File: src/rtl/multi_timer_pkg.sv
// Shared constants for multi_timer: register map, CFG bit positions and channel limits.
// The optional per-channel pulse output is selected by MULTI_TIMER_PULSE_OUT_EN.
package multi_timer_pkg;

  localparam int MAX_CH = 8;

  // Global registers
  localparam logic [7:0] ADDR_PRESC  = 8'h00;
  localparam logic [7:0] ADDR_IRQ_EN = 8'h04;
  localparam logic [7:0] ADDR_STATUS = 8'h08;

  // Channel window: channel n lives at CH_BASE + n*CH_STRIDE
  localparam logic [7:0] CH_BASE   = 8'h10;
  localparam logic [7:0] CH_STRIDE = 8'h10;
  localparam int         CH_SHIFT  = $clog2(CH_STRIDE);

  localparam logic [3:0] OFF_CFG    = 4'h0;
  localparam logic [3:0] OFF_RELOAD = 4'h4;
  localparam logic [3:0] OFF_COUNT  = 4'h8;

  localparam int CFG_EN_BIT  = 0;
  localparam int CFG_PER_BIT = 1;

  function automatic logic [31:0] cfg_word(input logic en, input logic per);
    logic [31:0] w;
    w              = '0;
    w[CFG_EN_BIT]  = en;
    w[CFG_PER_BIT] = per;
    return w;
  endfunction

endpackage

File: src/rtl/multi_timer_chan.sv
// One down-counter channel: enable/periodic config, reload value, count and timeout detection.
// The timeout pulse is combinational and valid only in the cycle of the tick that causes it.
module timer_chan
  import multi_timer_pkg::*;
#(
  parameter int CNT_W = 32
) (
  input  logic             clk_i,
  input  logic             reset_i,
  input  logic             tick_i,
  input  logic             cfg_we_i,
  input  logic [1:0]       cfg_wdata_i,
  input  logic             reload_we_i,
  input  logic [CNT_W-1:0] reload_wdata_i,
  output logic             timeout_o,
  output logic [CNT_W-1:0] count_o,
  output logic [CNT_W-1:0] reload_o,
  output logic             enable_o,
  output logic             periodic_o
);

  logic             enable_q;
  logic             periodic_q;
  logic [CNT_W-1:0] reload_q;
  logic [CNT_W-1:0] count_q;
  logic             start;
  logic             count_zero;

  assign count_zero = (count_q == '0);
  assign timeout_o  = tick_i && enable_q && count_zero;
  // Only a 0->1 transition of enable reloads; re-writing enable=1 leaves COUNT alone.
  assign start      = cfg_we_i && !enable_q && cfg_wdata_i[CFG_EN_BIT];

  // A CFG write overrides the one-shot auto-clear in the same cycle.
  always_ff @(posedge clk_i or posedge reset_i) begin
    if (reset_i) begin
      enable_q   <= 1'b0;
      periodic_q <= 1'b0;
    end else if (cfg_we_i) begin
      enable_q   <= cfg_wdata_i[CFG_EN_BIT];
      periodic_q <= cfg_wdata_i[CFG_PER_BIT];
    end else if (timeout_o && !periodic_q) begin
      enable_q   <= 1'b0;
    end
  end

  always_ff @(posedge clk_i or posedge reset_i) begin
    if (reset_i) begin
      reload_q <= '0;
    end else if (reload_we_i) begin
      reload_q <= reload_wdata_i;
    end
  end

  // start samples reload_q before any same-cycle RELOAD write lands.
  always_ff @(posedge clk_i or posedge reset_i) begin
    if (reset_i) begin
      count_q <= '0;
    end else if (start) begin
      count_q <= reload_q;
    end else if (tick_i && enable_q) begin
      if (count_zero) begin
        count_q <= periodic_q ? reload_q : '0;
      end else begin
        count_q <= count_q - CNT_W'(1);
      end
    end
  end

  assign count_o    = count_q;
  assign reload_o   = reload_q;
  assign enable_o   = enable_q;
  assign periodic_o = periodic_q;

endmodule

File: src/rtl/multi_timer.sv
// NUM_CH down-counter timers sharing one prescaler, with sticky W1C status and a masked level irq.
// Define MULTI_TIMER_PULSE_OUT_EN to add timeout_o, a registered one-cycle pulse per channel timeout.
module multi_timer
  import multi_timer_pkg::*;
#(
  parameter int NUM_CH  = 4,
  parameter int CNT_W   = 32,
  parameter int PRESC_W = 16
) (
  input  logic              clk_i,
  input  logic              reset_i,
  input  logic              cfg_sel_i,
  input  logic              cfg_wr_i,
  input  logic [31:0]       cfg_addr_i,
  input  logic [31:0]       cfg_wdata_i,
  output logic [31:0]       cfg_rdata_o,
  output logic              irq_o
`ifdef MULTI_TIMER_PULSE_OUT_EN
  ,
  output logic [NUM_CH-1:0] timeout_o
`endif
);

  logic [7:0]         addr;
  logic               wr_en;
  logic               ch_space;
  logic [7:0]         ch_rel;
  logic [3:0]         ch_idx;
  logic [3:0]         ch_off;

  logic [PRESC_W-1:0] presc_q;
  logic [PRESC_W-1:0] presc_cnt_q;
  logic               tick;
  logic               presc_we;
  logic               irq_en_we;
  logic [NUM_CH-1:0]  irq_en_q;
  logic [NUM_CH-1:0]  status_q;
  logic [NUM_CH-1:0]  w1c_mask;
  logic               irq_q;

  logic [NUM_CH-1:0]  ch_cfg_we;
  logic [NUM_CH-1:0]  ch_reload_we;
  logic [NUM_CH-1:0]  ch_timeout;
  logic [NUM_CH-1:0]  ch_en;
  logic [NUM_CH-1:0]  ch_per;
  logic [CNT_W-1:0]   ch_count  [NUM_CH];
  logic [CNT_W-1:0]   ch_reload [NUM_CH];

  logic               unused_bits;

  // Only the low address byte is decoded; upper write-data bits are dropped per field.
  assign unused_bits = ^{cfg_addr_i[31:8], cfg_wdata_i};

  assign addr     = cfg_addr_i[7:0];
  assign wr_en    = cfg_sel_i && cfg_wr_i;
  assign ch_space = (addr >= CH_BASE);
  assign ch_rel   = addr - CH_BASE;
  assign ch_idx   = 4'(ch_rel >> CH_SHIFT);
  assign ch_off   = ch_rel[CH_SHIFT-1:0];

  assign presc_we  = wr_en && !ch_space && (addr == ADDR_PRESC);
  assign irq_en_we = wr_en && !ch_space && (addr == ADDR_IRQ_EN);
  assign w1c_mask  = (wr_en && !ch_space && (addr == ADDR_STATUS)) ?
                     cfg_wdata_i[NUM_CH-1:0] : '0;

  // Prescaler: tick in the cycle presc_cnt reaches PRESC; a PRESC write restarts the count.
  assign tick = (presc_cnt_q == presc_q);

  always_ff @(posedge clk_i or posedge reset_i) begin
    if (reset_i) begin
      presc_q <= '0;
    end else if (presc_we) begin
      presc_q <= cfg_wdata_i[PRESC_W-1:0];
    end
  end

  always_ff @(posedge clk_i or posedge reset_i) begin
    if (reset_i) begin
      presc_cnt_q <= '0;
    end else if (presc_we || tick) begin
      presc_cnt_q <= '0;
    end else begin
      presc_cnt_q <= presc_cnt_q + PRESC_W'(1);
    end
  end

  always_ff @(posedge clk_i or posedge reset_i) begin
    if (reset_i) begin
      irq_en_q <= '0;
    end else if (irq_en_we) begin
      irq_en_q <= cfg_wdata_i[NUM_CH-1:0];
    end
  end

  // A timeout in the same cycle as its W1C keeps the flag set.
  always_ff @(posedge clk_i or posedge reset_i) begin
    if (reset_i) begin
      status_q <= '0;
      irq_q    <= 1'b0;
    end else begin
      status_q <= (status_q & ~w1c_mask) | ch_timeout;
      irq_q    <= |(status_q & irq_en_q);
    end
  end

  assign irq_o = irq_q;

  for (genvar n = 0; n < NUM_CH; n++) begin : g_ch
    assign ch_cfg_we[n]    = wr_en && ch_space && (ch_idx == 4'(n)) && (ch_off == OFF_CFG);
    assign ch_reload_we[n] = wr_en && ch_space && (ch_idx == 4'(n)) && (ch_off == OFF_RELOAD);

    timer_chan #(
      .CNT_W (CNT_W)
    ) u_chan (
      .clk_i          (clk_i),
      .reset_i        (reset_i),
      .tick_i         (tick),
      .cfg_we_i       (ch_cfg_we[n]),
      .cfg_wdata_i    (cfg_wdata_i[1:0]),
      .reload_we_i    (ch_reload_we[n]),
      .reload_wdata_i (cfg_wdata_i[CNT_W-1:0]),
      .timeout_o      (ch_timeout[n]),
      .count_o        (ch_count[n]),
      .reload_o       (ch_reload[n]),
      .enable_o       (ch_en[n]),
      .periodic_o     (ch_per[n])
    );
  end

  always_comb begin
    cfg_rdata_o = '0;
    if (!ch_space) begin
      case (addr)
        ADDR_PRESC:  cfg_rdata_o = 32'(presc_q);
        ADDR_IRQ_EN: cfg_rdata_o = 32'(irq_en_q);
        ADDR_STATUS: cfg_rdata_o = 32'(status_q);
        default:     cfg_rdata_o = '0;
      endcase
    end else begin
      for (int n = 0; n < NUM_CH; n++) begin
        if (ch_idx == 4'(n)) begin
          case (ch_off)
            OFF_CFG:    cfg_rdata_o = cfg_word(ch_en[n], ch_per[n]);
            OFF_RELOAD: cfg_rdata_o = 32'(ch_reload[n]);
            OFF_COUNT:  cfg_rdata_o = 32'(ch_count[n]);
            default:    cfg_rdata_o = '0;
          endcase
        end
      end
    end
  end

`ifdef MULTI_TIMER_PULSE_OUT_EN
  logic [NUM_CH-1:0] timeout_q;

  always_ff @(posedge clk_i or posedge reset_i) begin
    if (reset_i) begin
      timeout_q <= '0;
    end else begin
      timeout_q <= ch_timeout;
    end
  end

  assign timeout_o = timeout_q;
`endif

endmodule
File: config.mk
export PLATFORM = sky130hd
export DESIGN_NAME = multi_timer
export DESIGN_NICKNAME = d
export VERILOG_FILES = /design/src/rtl/multi_timer_pkg.sv /design/src/rtl/multi_timer_chan.sv /design/src/rtl/multi_timer.sv
export SDC_FILE = /design/constraint.sdc
export NUM_CORES = 1
export LEC_CHECK = 0
export ABC_AREA = 0
export BUFFER_PORTS_ARGS = -buffer_cell sky130_fd_sc_hd__buf_2
export CORE_MARGIN = 2
export CORE_UTILIZATION = 45
export CTS_CLUSTER_SIZE = 10
export DETAILED_ROUTE_END_ITERATION = 12
export SETUP_SLACK_MARGIN = 0.3
export SKIP_CTS_REPAIR_TIMING = 1
export SYNTH_ARGS = -nofsm -noshare
export SYNTH_HDL_FRONTEND = slang
export SYNTH_SLANG_ARGS = --single-unit
File: constraint.sdc
create_clock -name clk_i -period 8.5 [get_ports clk_i]
set_clock_uncertainty 0.15 [all_clocks]
set_input_delay 0.425 -clock clk_i [delete_from_list [all_inputs] [get_ports clk_i]]
set_output_delay 0.425 -clock clk_i [all_outputs]
set_load 0.01 [all_outputs]
==> flow_summary.json <==
{
  "ant_nets": 0,
  "fin_crit_sh_pct": 50.0,
  "syn_area_um2": 17900,
  "die_height_um": 203,
  "antenna_found_initial": 5,
  "synthesis.nets": 1918,
  "slowest_stage": "buf_4",
  "initial_core_util_pct": 45.3,
  "die_w_um": 203,
  "crit_required_ps": 7930,
  "drive_gt1_share_pct": 18.5,
  "ys.warnings.count": 0,
  "synth.distinct_cells": 82,
  "worst_pin_slew_ps": 1270,
  "drt-met1-wl_mm": 26.9,
  "cellLeakagePower_uw": 0.00859,
  "crit_family": "buffers and inverters",
  "yosys-top-cells-count": "305 x dfrtp_1, 152 x mux2_2, 137 x nand2_1, 123 x a22oi_1, 108 x nor2_1",
  "gp_congestion": 0.938,
  "numCtsBuffers": 38,
  "routed_via_density": 6.79,
  "ios": 101,
  "rrSetupSlack_ps": 4610,
  "synth_seq_cells": 305,
  "yosysMostFrequentCell": "dfrtp_1",
  "min_period_ps": 4250,
  "grt_pass1_wl_mm": 96.1,
  "max_freq_ghz": 0.235,
  "cts_root_buf": "clkbuf_16",
  "dpl_cell_area_um2": 18500,
  "worstSetupPathType": "input pin to output pin",
  "ir_drop_mv": 0.152,
  "relSlewSlack_pct": 15.2,
  "grt_overflow": 0,
  "async_flop_share_pct": 100,
  "max_cap_violations": 0,
  "clk_path_buf_depth": 3,
  "finalInstanceArea_um2": 19700,
  "die-area_um2": 41400,
  "clock_latency_ps": 550,
  "drv_slew": 0,
  "status": "complete, no violations",
  "fin_tns_setup_ps": 0,
  "crit_path_start_kind": "input pin",
  "crit_chain": "buf_2 -> nor2b_1 -> buf_4 -> nor2b_4 -> buf_4 -> a22oi_1 -> a211oi_1 -> a21oi_1 -> o21ai_0 -> buf_2",
  "wl_mm": 63.2,
  "hold_ws_ps": 74.9,
  "yosysTopAreaCell": "dfrtp_1",
  "worstSetupEndpointType": "output pin",
  "area_growth_syn_to_layout_pct": 10.3,
  "routed-wl-met3_mm": 5.80,
  "synth_top_flop_cell": "dfrtp_1",
  "syn_inst": 1841,
  "coreArea_um2": 39500,
  "crit_buf_inv": 4,
  "yosysTopAreaCellShare_pct": 42.7,
  "io_buffers": 76,
  "powerDensity_nw_per_um2": 304,
  "grt_max_degree": 164,
  "hold_viol_final": 0,
  "min_path_type": "input pin to flop",
  "cts_tree": "yes",
  "avgRoutedWirePerCell_um": 26.5,
  "layout.nets": 1920,
  "dp_slack_ps": 4150,
  "fin_ws_ps": 4250,
  "drc": 0,
  "hpwl_mm": 44.4,
  "grt_pass1_vias": 15100,
  "synth_edf_count": 0,
  "fillers": 3695,
  "placementRows": 73,
  "cp.arrival_ps": 3670,
  "slowest_delay_ps": 750,
  "firstDrtPassIters": 6,
  "post-route-util_pct": 50.0,
  "cp_max_fo": 72,
  "cts.sinks": 305,
  "dr_wl_met2_mm": 27.6,
  "dr_total_vias": 16200,
  "h-tree-depth": 2,
  "finalSetupViolations": 0,
  "synth_area_leaders": "dfrtp_1 43%, mux2_2 9.6%, a22oi_1 5.2%",
  "yosysSeqAreaShare_pct": 42.7,
  "clk_pin_slew_worst_paths_ps": 60,
  "synth_area_per_cell_um2": 9.71,
  "rsz0062_at_grt": "false",
  "grt_util_all_layers_pct": 30.4,
  "drtIter0Drc": 1897,
  "top_layer": "met5"
}
-- final cells by class --
class	count	area, um^2	area share [%]
multi-input cells	1349	9480	48.1
flip-flops and latches	305	7630	38.7
clock buffers	59	1160	5.90
diodes	2	5.00	0.0254
repair buffers	106	621	3.15
inverters	43	165	0.837
well taps	525	657	3.33
-- sequential cells by signal, summed over array words and instances, names as in the netlist --
| name | cells |
|---|---|
| g_ch.u_chan.count_o | 128 |
| g_ch.u_chan.reload_o | 128 |
| presc_cnt_q | 16 |
| presc_q | 16 |
| g_ch.u_chan.enable_o | 4 |
| g_ch.u_chan.periodic_o | 4 |
| irq_en_q | 4 |
| status_q | 4 |
| irq_o | 1 |
-- cell families (layout without fill, tap and decap cells) --
family	count (synthesis)	in the layout	synth area share (%)
XOR/XNOR	39	39	1.91
AO/OA/AOI/OAI	537	537	21.9
multiplexers	166	166	10.5
flip-flops	305	305	42.7
adder cells (fa/ha/maj)	9	9	0.630
other	0	2	0
buffers and inverters	187	208	4.66
AND/OR/NAND/NOR	598	598	17.7
-- power breakdown --
| group | switching (uW) | internal [uW] | leakage (uW) | total (uW) |
|---|---|---|---|---|
| combinational | 1560 | 769 | 0.00390 | 2330 |
| clock | 631 | 929 | 0.000569 | 1560 |
| sequential | 393 | 1710 | 0.00412 | 2100 |
| total | 2590 | 3410 | 0.00859 | 6000 |
-- layout by cell type (no fill, tap or decap), drive strengths merged, types with 12 or more instances in the layout --
master	n
buf	105
clkbuf	59
nand2	138
a21oi	55
xnor2	14
o22a	17
o31ai	12
a211o	12
o221ai	25
mux2	152
o211ai	22
mux2i	12
a21boi	19
and3	13
inv	42
a221oi	19
nand4	23
xor2	25
a21o	16
or4	22
dfrtp	305
nor2	108
o21ai	102
a221o	31
or3	28
nor3	75
a22oi	123
nor4	79
nand3	58
-- metal layers --
metal	track usage [%]	vias to the layer above
met2	44.8	882
met4	13.2	6
met3	5.07	142
li1	-	7093
met5	0	-
met1	44.1	8092
-- worst paths after layout --
kind / start / to / cells after the start
setup / recovery: cfg_addr_i[3] / cfg_rdata_o[15] / 10
hold / removal: cfg_wdata_i[31] / g_ch[3].u_chan.reload_o[31]$_DFFE_PP0P_ / 2
setup reg to reg: g_ch[3].u_chan.count_o[8]$_DFFE_PP0P_ / g_ch[3].u_chan.count_o[13]$_DFFE_PP0P_ / 6
hold reg to reg: g_ch[3].u_chan.reload_o[5]$_DFFE_PP0P_ / g_ch[3].u_chan.count_o[5]$_DFFE_PP0P_ / 2
max in group asynchronous: reset_i / g_ch[3].u_chan.reload_o[4]$_DFFE_PP0P_ / 5
min in group asynchronous: reset_i / g_ch[2].u_chan.count_o[27]$_DFFE_PP0P_ / 3
-- metrics by stage --
step | total power (uW) | std cells
3_3_place_gp | 4320 | 2327
4_1_cts | 5930 | 2386
3_5_place_dp | 4360 | 2327
2_1_floorplan | 3720 | 1841
6_report | 6000 | 2389
5_1_grt | 6330 | 2387
Power figures use the tool's default switching activity.
